<file path="config.mk">
export PLATFORM = sky130hd
export DESIGN_NAME = reg_sequencer
export DESIGN_NICKNAME = d
export VERILOG_FILES = /design/src/rtl/reg_sequencer.sv
export SDC_FILE = /design/constraint.sdc
export NUM_CORES = 1
export LEC_CHECK = 0
export ABC_CLOCK_PERIOD_IN_PS = 1400
export BUFFER_PORTS_ARGS = -buffer_cell sky130_fd_sc_hd__buf_4
export CORE_MARGIN = 3
export CORE_UTILIZATION = 42
export DETAILED_ROUTE_END_ITERATION = 10
export PLACE_DENSITY = 0.81
export SYNTH_ARGS = -nofsm -noshare
export SYNTH_HDL_FRONTEND = slang
export SYNTH_SLANG_ARGS = --single-unit
</file>
<file path="constraint.sdc">
create_clock -name clk -period 1.4 [get_ports clk]
set_clock_uncertainty 0.15 [all_clocks]
set_input_delay 0.07 -clock clk [delete_from_list [all_inputs] [get_ports clk]]
set_output_delay 0.07 -clock clk [all_outputs]
set_load 0.05 [all_outputs]
</file>
<file path="src/rtl/reg_sequencer.sv">
// Instruction sequencer for a small register-file datapath.
// Decodes one IR and walks the read / operate / writeback strobes.
module reg_sequencer (
  input  logic        clk,
  input  logic        reset,
  input  logic        start,
  input  logic [15:0] instr,
  output logic [2:0]  readnum,
  output logic [2:0]  writenum,
  output logic        write,
  output logic        loada,
  output logic        loadb,
  output logic        loadc,
  output logic        loads,
  output logic        asel,
  output logic [1:0]  vsel,
  output logic [1:0]  shift,
  output logic [1:0]  aluop,
  output logic [15:0] sximm8,
  output logic        busy,
  output logic        done,
  output logic        err
);

  typedef enum logic [3:0] {
    S_WAIT,
    S_DECODE,
    S_GET_A,
    S_GET_B,
    S_OPERATE,
    S_WRITE_REG,
    S_WRITE_IMM,
    S_DONE,
    S_ERR
  } state_t;

  state_t      r_state;
  state_t      w_next;
  logic [15:0] r_ir;

  logic [2:0] w_opc;
  logic [1:0] w_op;
  logic       w_movi;
  logic       w_movr;
  logic       w_alu;
  logic       w_cmp;

  assign w_opc  = r_ir[15:13];
  assign w_op   = r_ir[12:11];
  assign w_movi = (w_opc == 3'b110) && (w_op == 2'b10);
  assign w_movr = (w_opc == 3'b110) && (w_op == 2'b00);
  assign w_alu  = (w_opc == 3'b101);
  assign w_cmp  = w_alu && (w_op == 2'b01);

  always_ff @(posedge clk or posedge reset) begin
    if (reset) begin
      r_state <= S_WAIT;
      r_ir    <= 16'h0000;
    end else begin
      r_state <= w_next;
      if (r_state == S_WAIT && start)
        r_ir <= instr;
    end
  end

  always_comb begin
    w_next = r_state;
    unique case (r_state)
      S_WAIT:      w_next = start ? S_DECODE : S_WAIT;
      S_DECODE: begin
        unique case (1'b1)
          w_movi:  w_next = S_WRITE_IMM;
          w_movr:  w_next = S_GET_B;
          w_alu:   w_next = S_GET_A;
          default: w_next = S_ERR;
        endcase
      end
      S_GET_A:     w_next = S_GET_B;
      S_GET_B:     w_next = S_OPERATE;
      S_OPERATE:   w_next = w_cmp ? S_DONE : S_WRITE_REG;
      S_WRITE_REG: w_next = S_DONE;
      S_WRITE_IMM: w_next = S_DONE;
      S_DONE:      w_next = S_WAIT;
      S_ERR:       w_next = S_WAIT;
      default:     w_next = S_WAIT;
    endcase
  end

  // Moore outputs: every strobe is a function of state and IR only
  always_comb begin
    readnum  = 3'b000;
    writenum = 3'b000;
    write    = 1'b0;
    loada    = 1'b0;
    loadb    = 1'b0;
    loadc    = 1'b0;
    loads    = 1'b0;
    asel     = 1'b0;
    vsel     = 2'b00;
    done     = 1'b0;
    err      = 1'b0;
    unique case (r_state)
      S_GET_A: begin
        readnum = r_ir[10:8];
        loada   = 1'b1;
      end
      S_GET_B: begin
        readnum = r_ir[2:0];
        loadb   = 1'b1;
      end
      S_OPERATE: begin
        loadc = !w_cmp;
        loads = w_cmp;
        asel  = w_movr;
      end
      S_WRITE_REG: begin
        writenum = r_ir[7:5];
        write    = 1'b1;
        vsel     = 2'b00;
      end
      S_WRITE_IMM: begin
        writenum = r_ir[10:8];
        write    = 1'b1;
        vsel     = 2'b10;
      end
      S_DONE:  done = 1'b1;
      S_ERR:   err  = 1'b1;
      default: ;
    endcase
  end

  assign shift  = r_ir[4:3];
  assign aluop  = w_movr ? 2'b00 : w_op;
  assign sximm8 = {{8{r_ir[7]}}, r_ir[7:0]};
  assign busy   = (r_state != S_WAIT);

endmodule

</file>
==> run summary <==
status: finished with violations
failing checks: setup timing
1st-iter DRT viols: 92
grt total ovfl: 0
vias per inst: 5.70
Max H-tree Level: 1
Area Overhead vs Synth: 92.0%
vias in the first global route: 1303
post-route DRC violation count: 0
fin crit period: 1.76 ns
predominant post-synthesis flop cell: dfrtp_1
area of the core: 0.00261 mm2
Post-Syn Instances: 116
final WL: 4770 um
Placed Instances: 194
FMAX: 0.567 GHz
worst r2r path cells: 6
dpl cell area: 0.00177 mm2
largest net degree at the start of global routing: 12
Worst Hold Class: input pin to flop
routed vias: 1271
final std cells w/o fill: 223
max-cap viol count: 0
Die Area: 0.00360 mm2
Async S/R FF share, synth: 100%
Global Route Usage Sum: 24.2%
RSZ-0062 raised after global routing: true
Clock transition at path regs: 0.11 ns
final setup fails: 35
EDFF count, synth: 0
Clock Latency Late Sink: 0.29 ns
final setup margin: -0.363 ns
Routed WL per cell: 21.4 um
global-route wire length before repair: 6420 um
fin area: 0.00235 mm2
Worst EP arrival: 1.54 ns
top sig layer: met4
Post-Synthesis Net Count: 135
Reg2Reg Capture Point: r_state[1]
Synth area leader: dfrtp_1
Synth Warn #: 0
CTS max path bufs: 2
Port Buffers: 54
setup slack, reg-to-reg: -0.33 ns
# diodes: 0
critical path fanouts, max: 5
post-route clock period utilization: 126%
FF+latch count, synth: 20
CP startpoint kind: flop
pins over their slew limit: 0
Hold Vio Cnt, Final: 0
Met1 Wirelength: 1730 um
Cell Rows: 18
met2 WL: 2470 um
sequential area share after synthesis: 40.8%
Initial Utilization: 46.9%
Top Ports: 56
CP endpoint: write
DRT Pass-1 Iters: 4
TritonCTS Buffers: 3
share of layout cells above drive strength 1: 73.6%
Final TNS setup: -7.80 ns
Crit Path Category: flop to output pin
Worst EP required: 1.18 ns
Post-synth top cells: 20 x buf_4, 20 x dfrtp_1, 10 x mux2_4, 10 x nor2_1, 7 x nor2b_1
clock sinks: 20
initial antenna violation count: 0
Critical Path Start: r_state[0]
Worst Setup End Kind: output pin
Synth area leaders: dfrtp_1 41%, buf_4 12%, mux2_4 12%
die width: 60.0 um
Yosys top cell area share: 40.8%
gpl congestion: 0.820
CTS root buf: clkbuf_4
antenna viol nets, final: 0
met3 wire length: 339 um
Avg Synthesized Cell Area: 10.6 um2
CTS tree: yes
Mapped Area: 0.00123 mm2
Die H: 60.0 um
Nets: 214
Crit Reg-Reg Startpoint: r_state[0]
Fillers: 103
Netlist cell types: 30
post-DP HPWL: 2410 um
-- layout make-up --
type	instances	area (um2)	area share, %
Inverter	3	18.8	0.797
Clock buffer	3	22.5	0.956
Multi-Input combinational cell	68	802	34.1
Timing Repair Buffer	99	970	41.2
Sequential cell	20	504	21.4
Tap cell	30	37.5	1.59
-- cells by family after synthesis --
family | Yosys count | share of synthesized area (%)
AOI/OAI and AO/OA | 12 | 6.73
buffers and inverters | 28 | 15.5
DFF | 20 | 40.8
muxes | 19 | 20.2
other | 1 | 0.306
and+or+nand+nor | 36 | 16.4
-- routing by layer --
layer  global-route usage, %  vias up
li1                        -      532
met1                    28.8      621
met2                    44.6       93
met3                    3.67       25
met4                    6.33        0
met5                       0        -
-- sequential cells by signal (all words and copies together), names as in the netlist --
signal,count
r_state,4
r_ir,16
-- timing repair --
item / CTS / global route
gates resized for setup: 43 / 25
hold buffers: 17 / 0
hold endpoints to repair: 36 / 0
setup buffers: 7 / 3
pin swaps: 8 / 8
setup endpoints to repair: 33 / 35
gates cloned: 1 / 0
-- worst max-delay path, stage by stage, from the launching register on --
cell	delay (ns)
dfrtp_2	0.49
buf_6	0.13
nor2b_4	0.25
inv_2	0.08
a21oi_4	0.14
buf_6	0.17
-- worst min path at each step --
stage | startpoint | end | slack [ns] | cells after the start
floorplan | reset | r_ir[0] | -0.12 | 1
global placement | reset | r_ir[12] | -0.09 | 2
detailed placement | reset | r_ir[15] | -0.08 | 2
CTS | start | r_state[0] | 0.05 | 3
global route | start | r_state[0] | 0.06 | 3
finish | start | r_state[0] | 0.05 | 3
-- stage by stage --
step | setup WS (ns) | hold WS [ns] | util, %
floorplan | -0.0546 | -0.116 | -
global placement | -0.0481 | -0.0890 | 67.9
detailed placement | -0.101 | -0.0824 | 67.9
CTS | -0.276 | 0.0473 | 85.3
global route | -0.413 | 0.0569 | 90.1
finish | -0.363 | 0.0496 | 90.1
-- placed cells by master, fill, tap and decap left out, drive strengths merged, types with 2 or more instances in the layout --
cell type,instances
inv,3
a21oi,3
dlygate4sd3,17
buf,82
nand3,4
dfrtp,20
nor3,2
mux2,16
a22oi,3
nor2b,7
clkbuf,3
nand2,6
mux2i,3
nor2,12
Power is left out: the tool's default activity adds up to more than one toggle a clock period on the data nets, which glitch-free logic cannot reach.
